File: src/rtl/vga_sync_module_pkg.sv
// Shared VGA timing set (640x480@60 defaults), derived totals and FSM encoding
// used by the sync generator and its axis counters.
package vga_sync_module_pkg;

  localparam int unsigned H_ACT    = 640;
  localparam int unsigned H_FP     = 16;
  localparam int unsigned H_SYNC   = 96;
  localparam int unsigned H_BP     = 48;
  localparam int unsigned V_ACT    = 480;
  localparam int unsigned V_FP     = 10;
  localparam int unsigned V_SYNC   = 2;
  localparam int unsigned V_BP     = 33;
  localparam int unsigned P_WIDTH  = 11;
  localparam int unsigned D_WIDTH  = 8;
  localparam bit          SYNC_POL = 1'b0;

  function automatic int unsigned axis_total(input int unsigned act, input int unsigned fp,
                                             input int unsigned sync, input int unsigned bp);
    return act + fp + sync + bp;
  endfunction

  localparam int unsigned H_TOT = axis_total(H_ACT, H_FP, H_SYNC, H_BP);
  localparam int unsigned V_TOT = axis_total(V_ACT, V_FP, V_SYNC, V_BP);

  typedef enum logic [1:0] {
    ST_IDLE = 2'd0,
    ST_RUN  = 2'd1,
    ST_STOP = 2'd2
  } vga_state_e;

endpackage

File: src/rtl/vga_sync_module_axis.sv
// One raster axis: wrapping position counter plus active-area and sync-window decode.
module vga_axis_counter
  import vga_sync_module_pkg::*;
#(
  parameter int unsigned ACT  = H_ACT,
  parameter int unsigned FP   = H_FP,
  parameter int unsigned SYNC = H_SYNC,
  parameter int unsigned BP   = H_BP,
  parameter int unsigned W    = P_WIDTH
) (
  input  logic         clk_i,
  input  logic         rst_n_i,
  input  logic         step_i,
  output logic [W-1:0] cnt_o,
  output logic         last_o,
  output logic         active_o,
  output logic         sync_o
);

  localparam int unsigned  TOT      = axis_total(ACT, FP, SYNC, BP);
  localparam logic [W-1:0] LAST     = W'(TOT - 1);
  localparam logic [W-1:0] ACT_END  = W'(ACT);
  localparam logic [W-1:0] SYNC_BEG = W'(ACT + FP);
  localparam logic [W-1:0] SYNC_END = W'(ACT + FP + SYNC);

  logic [W-1:0] cnt_q;
  logic [W-1:0] cnt_d;

  always_comb begin
    cnt_d = cnt_q;
    if (step_i) begin
      cnt_d = (cnt_q == LAST) ? '0 : cnt_q + 1'b1;
    end
  end

  always_ff @(posedge clk_i or negedge rst_n_i) begin
    if (!rst_n_i) begin
      cnt_q <= '0;
    end else begin
      cnt_q <= cnt_d;
    end
  end

  assign cnt_o    = cnt_q;
  assign last_o   = (cnt_q == LAST);
  assign active_o = (cnt_q < ACT_END);
  assign sync_o   = (cnt_q >= SYNC_BEG) && (cnt_q < SYNC_END);

endmodule

File: src/rtl/vga_sync_module.sv
// VGA raster timing generator: IDLE/RUN/STOP control, H/V axis counters and
// registered pixel, sync, start-of-frame and frame-count outputs.
module vga_sync_module
  import vga_sync_module_pkg::*;
#(
  parameter int unsigned H_ACTIVE   = H_ACT,
  parameter int unsigned H_FPORCH   = H_FP,
  parameter int unsigned H_SWIDTH   = H_SYNC,
  parameter int unsigned H_BPORCH   = H_BP,
  parameter int unsigned V_ACTIVE   = V_ACT,
  parameter int unsigned V_FPORCH   = V_FP,
  parameter int unsigned V_SWIDTH   = V_SYNC,
  parameter int unsigned V_BPORCH   = V_BP,
  parameter int unsigned COORD_W    = P_WIDTH,
  parameter bit          SYNC_LEVEL = SYNC_POL
) (
  input  logic               VGA_CLK,
  input  logic               RST_N,
  input  logic               EN,
  output logic [COORD_W-1:0] X,
  output logic [COORD_W-1:0] Y,
  output logic               valid,
  output logic               HSYNC,
  output logic               VSYNC,
  output logic               SOF,
  output logic               BUSY,
  output logic [D_WIDTH-1:0] FRAME_CNT
);

  vga_state_e state_q, state_d;

  logic               run;
  logic               frameEnd;
  logic [COORD_W-1:0] hCnt, vCnt;
  logic               hLast, vLast;
  logic               hActive, vActive;
  logic               hSyncWin, vSyncWin;

  logic [COORD_W-1:0] xPos_q, xPos_d;
  logic [COORD_W-1:0] yPos_q, yPos_d;
  logic               valid_q, valid_d;
  logic               hsync_q, hsync_d;
  logic               vsync_q, vsync_d;
  logic               sof_q, sof_d;
  logic               busy_q, busy_d;
  logic [D_WIDTH-1:0] frameCnt_q, frameCnt_d;

  assign run      = (state_q != ST_IDLE);
  assign frameEnd = run && hLast && vLast;

  vga_axis_counter #(
    .ACT  (H_ACTIVE),
    .FP   (H_FPORCH),
    .SYNC (H_SWIDTH),
    .BP   (H_BPORCH),
    .W    (COORD_W)
  ) u_hAxis (
    .clk_i    (VGA_CLK),
    .rst_n_i  (RST_N),
    .step_i   (run),
    .cnt_o    (hCnt),
    .last_o   (hLast),
    .active_o (hActive),
    .sync_o   (hSyncWin)
  );

  vga_axis_counter #(
    .ACT  (V_ACTIVE),
    .FP   (V_FPORCH),
    .SYNC (V_SWIDTH),
    .BP   (V_BPORCH),
    .W    (COORD_W)
  ) u_vAxis (
    .clk_i    (VGA_CLK),
    .rst_n_i  (RST_N),
    .step_i   (run && hLast),
    .cnt_o    (vCnt),
    .last_o   (vLast),
    .active_o (vActive),
    .sync_o   (vSyncWin)
  );

  // STOP only ever leaves for IDLE at a frame boundary, so frames are never cut short.
  always_comb begin
    state_d = state_q;
    case (state_q)
      ST_IDLE: if (EN) state_d = ST_RUN;
      ST_RUN:  if (!EN) state_d = ST_STOP;
      ST_STOP: begin
        if (frameEnd) begin
          state_d = ST_IDLE;
        end else if (EN) begin
          state_d = ST_RUN;
        end
      end
      default: state_d = ST_IDLE;
    endcase
  end

  always_ff @(posedge VGA_CLK or negedge RST_N) begin
    if (!RST_N) begin
      state_q <= ST_IDLE;
    end else begin
      state_q <= state_d;
    end
  end

  always_comb begin
    valid_d    = run && hActive && vActive;
    xPos_d     = valid_d ? hCnt : '0;
    yPos_d     = valid_d ? vCnt : '0;
    hsync_d    = (run && hSyncWin) ? SYNC_LEVEL : ~SYNC_LEVEL;
    vsync_d    = (run && vSyncWin) ? SYNC_LEVEL : ~SYNC_LEVEL;
    sof_d      = run && (hCnt == '0) && (vCnt == '0);
    busy_d     = run;
    frameCnt_d = frameEnd ? frameCnt_q + 1'b1 : frameCnt_q;
  end

  // Every output is a register fed from the current counters, giving one cycle of latency.
  always_ff @(posedge VGA_CLK or negedge RST_N) begin
    if (!RST_N) begin
      xPos_q     <= '0;
      yPos_q     <= '0;
      valid_q    <= 1'b0;
      hsync_q    <= ~SYNC_LEVEL;
      vsync_q    <= ~SYNC_LEVEL;
      sof_q      <= 1'b0;
      busy_q     <= 1'b0;
      frameCnt_q <= '0;
    end else begin
      xPos_q     <= xPos_d;
      yPos_q     <= yPos_d;
      valid_q    <= valid_d;
      hsync_q    <= hsync_d;
      vsync_q    <= vsync_d;
      sof_q      <= sof_d;
      busy_q     <= busy_d;
      frameCnt_q <= frameCnt_d;
    end
  end

  assign X         = xPos_q;
  assign Y         = yPos_q;
  assign valid     = valid_q;
  assign HSYNC     = hsync_q;
  assign VSYNC     = vsync_q;
  assign SOF       = sof_q;
  assign BUSY      = busy_q;
  assign FRAME_CNT = frameCnt_q;

endmodule

File: config.mk
export PLATFORM = sky130hd
export DESIGN_NAME = vga_sync_module
export DESIGN_NICKNAME = d
export VERILOG_FILES = /design/src/rtl/vga_sync_module_pkg.sv /design/src/rtl/vga_sync_module_axis.sv /design/src/rtl/vga_sync_module.sv
export SDC_FILE = /design/constraint.sdc
export NUM_CORES = 1
export LEC_CHECK = 0
export CORE_ASPECT_RATIO = 1.2
export CORE_MARGIN = 1.5
export CORE_UTILIZATION = 50
export DETAILED_ROUTE_END_ITERATION = 8
export MAX_ROUTING_LAYER = met4
export PLACE_DENSITY = 0.75
export SLEW_MARGIN = 20
export SYNTH_ARGS = -nofsm -noshare
export SYNTH_HDL_FRONTEND = slang
export SYNTH_SLANG_ARGS = --single-unit
export TNS_END_PERCENT = 20
File: constraint.sdc
create_clock -name VGA_CLK -period 2.93 [get_ports VGA_CLK]
set_input_delay 0.293 -clock VGA_CLK [delete_from_list [all_inputs] [get_ports VGA_CLK]]
set_output_delay 0.293 -clock VGA_CLK [all_outputs]
set_load 0.005 [all_outputs]
==> flow_summary.yaml <==
run_status:
  status: "completed"
placed_design:
  dp_slack_ns: 0.772
  port-buffer-count: 37
  placed_cell_area_um2: 2950
  hpwl_um: 3040
  dp.cells: 317
  gp_congestion: 0.904
cts:
  htree_levels: 3
  root_buffer: "clkbuf_8"
  cts_tree: "done"
  clk_latency_ns: 0.33
  numCtsBuffers: 9
  cts.clk_slew.worst_paths_ns: 0.06
  ctsLongestPathBuffers: 2
  clkSinkCount: 59
  cts.repair.resized: 0
sta:
  slew_headroom: 0.600
  worst_pin_slew_ns: 0.601
  max_freq_mhz: 462
  fin_setup_tns_ns: 0
  whs_ns: 0.490
  hold_viol_final: 0
  slew_violations: 0
  rsz0062_at_grt: "false"
  finalCriticalPeriod_ns: 2.16
  fin_skew_ns: 0.00755
  setup-violations-final: 0
  fin_crit_sh: 0.739
  setup_ws_ns: 0.766
drt:
  drc: 0
  routed_wl_um: 4340
  wl_per_cell_um: 13.0
  met3_length_um: 196
  vias: 1708
  drt_iter0_drc: 115
  drtPass1Iterations: 4
  routed_via_density: 5.11
  wl_met2_um: 2150
  wl_met1_um: 1950
  topRoutingLayerUsed: "met4"
  ant_nets: 0
critical_path:
  regToRegStartpoint: "u_hAxis.cnt_o[0]"
  crit_path_start_kind: "flip-flop"
  worst_ep_arrival_time_ns: 2.38
  critical_path_class: "flip-flop to flip-flop"
  crit_path_end_kind: "flip-flop"
  path_max_fanout: 8
  cp.required_ns: 3.14
  critPathLaunch: "u_hAxis.cnt_o[0]"
layout:
  fill_cells: 417
  fin_nets: 277
  insertedDiodeCount: 0
  fin_cells: 334
  syn_to_final_growth_pct: 26.6
  drive_gt1_frac: 0.0949
  stdcell_area_um2: 3170
  fin_util: 0.651
min_path:
  min_from: "FRAME_CNT[6]"
  hold_path.class: "flip-flop to flip-flop"
logic_synthesis:
  synthFlopType: "dfrtp_1"
  syn_inst: 222
  ys_async_sr_fraction: 1.00
  synth_area_um2: 2510
  synth_edf_count: 0
  avgSynthCellArea_um2: 11.3
  ys_seq_area_frac: 0.590
  yosys.area.top_type: "dfrtp_1"
  ys_seq_elements: 59
  ys_types: 43
  ys.warnings.count: 0
  synth.top_cell.area_share: 0.569
  ys_top_cells_by_area: "dfrtp_1 (57%), xor2_1 (4.9%), and2_1 (4.7%)"
pwr:
  p_per_area_nw_per_um2: 632
  power_mw: 2.00
  leakage_nw: 1.48
  ir_drop_mv: 0.443
global_routing:
  overflow: 0
  grt.total_usage: 0.188
  grt_max_degree: 29
  grt_pass1_wl_um: 7310
  grt_pass1_vias: 1614
  antenna_found_initial: 0
floorplan:
  row_count: 28
  die_h_um: 80.6
  core_area_um2: 4870
  dieArea_um2: 5450
  die_w_um: 67.6
  start_util: 0.515
  io_pins: 38
job:
  cap_violations: 0
## cell type report
type                       instances  area [um^2]  share of cell area
inverter                           9         33.8              0.0107
clock buffer                      14          153              0.0481
timing repair buffer              42          405               0.128
multi-input combinational        148          966               0.305
tap                               60         75.1              0.0237
clock inverter                     2         60.1              0.0189
sequential                        59         1480               0.466
## what timing repair did
action,in CTS,in global routing
hold endpoints to repair,26,0
endpoints found under the setup margin,0,0
hold buffers,1,0
buffers inserted,0,0
## where the power goes
group | total, mW | switching [mW] | internal [mW]
sequential | 0.969 | 0.0789 | 0.890
clock | 0.787 | 0.283 | 0.504
combinational | 0.249 | 0.111 | 0.138
## worst paths after layout
check | cells after the start | to | slack (ns)
setup / recovery | 5 | FRAME_CNT[1] | 0.77
hold / removal | 1 | FRAME_CNT[6] | 0.49
setup reg to reg | 5 | FRAME_CNT[1] | 0.77
hold reg to reg | 1 | FRAME_CNT[6] | 0.49
max in group asynchronous | 3 | VSYNC | 1.73
min in group asynchronous | 2 | X[6] | 0.50
## per-layer routing
metal | global-route usage | vias up
li1 | - | 851
met1 | 0.236 | 802
met2 | 0.280 | 49
met3 | 0.0336 | 6
met4 | 0.116 | 0
met5 | - | -
## state kept, by name, summed over array words and instances (netlist names)
signal,cells
X,11
Y,11
u_hAxis.cnt_o,11
u_vAxis.cnt_o,11
FRAME_CNT,8
state_q,2
BUSY,1
HSYNC,1
SOF,1
VSYNC,1
valid,1
## logic make-up (layout without fill, tap and decap cells)
group                    count (synthesis)  in the layout  share of synthesized area
XOR/XNOR                                20             20                     0.0699
adder cells (fa/ha/maj)                  5              5                     0.0250
multiplexers                             2              2                    0.00849
buffers and inverters                   17             67                     0.0300
other                                    1              3                    0.00150
AND/OR/NAND/NOR                         97             97                      0.221
AO/OA/AOI/OAI                           21             21                     0.0544
flip-flops                              59             59                      0.590
## Yosys cell counts (all sizes together) (3+ instances only)
| cell type | n |
|---|---|
| and2 | 19 |
| buf | 3 |
| clkbuf | 5 |
| dfrtp | 57 |
| ha | 5 |
| inv | 9 |
| nand2 | 18 |
| nand3 | 9 |
| nand4 | 6 |
| nor2 | 16 |
| nor3 | 9 |
| nor4 | 5 |
| o21ai | 10 |
| or3 | 3 |
| xnor2 | 6 |
| xor2 | 14 |
## layout by cell type (no fill, tap or decap), types with 2 or more instances in the layout
cell type,count
ha_1,5
nor4_1,3
buf_4,4
clkbuf_1,4
nor2_1,16
and2_1,19
nand2_1,18
clkdlybuf4s50_1,36
nand3_1,9
o31ai_1,2
and3_1,2
nand4_1,6
or3_1,3
nor3_1,8
dfstp_2,2
inv_1,9
xnor2_1,6
nor4_2,2
dfrtp_1,57
clkbuf_8,10
xor2_1,14
o21ai_0,10
o22ai_1,2
bufinv_16,2
conb_1,3
nor2b_1,2
## worst max-delay path: stages (launching register included)
cell and delay [ns]:
dfrtp_1 0.42, ha_1 0.23, o2111ai_2 0.18, or3_1 0.57, nor3_4 0.29, mux2_2 0.36
(Power assumes the default switching activity.)
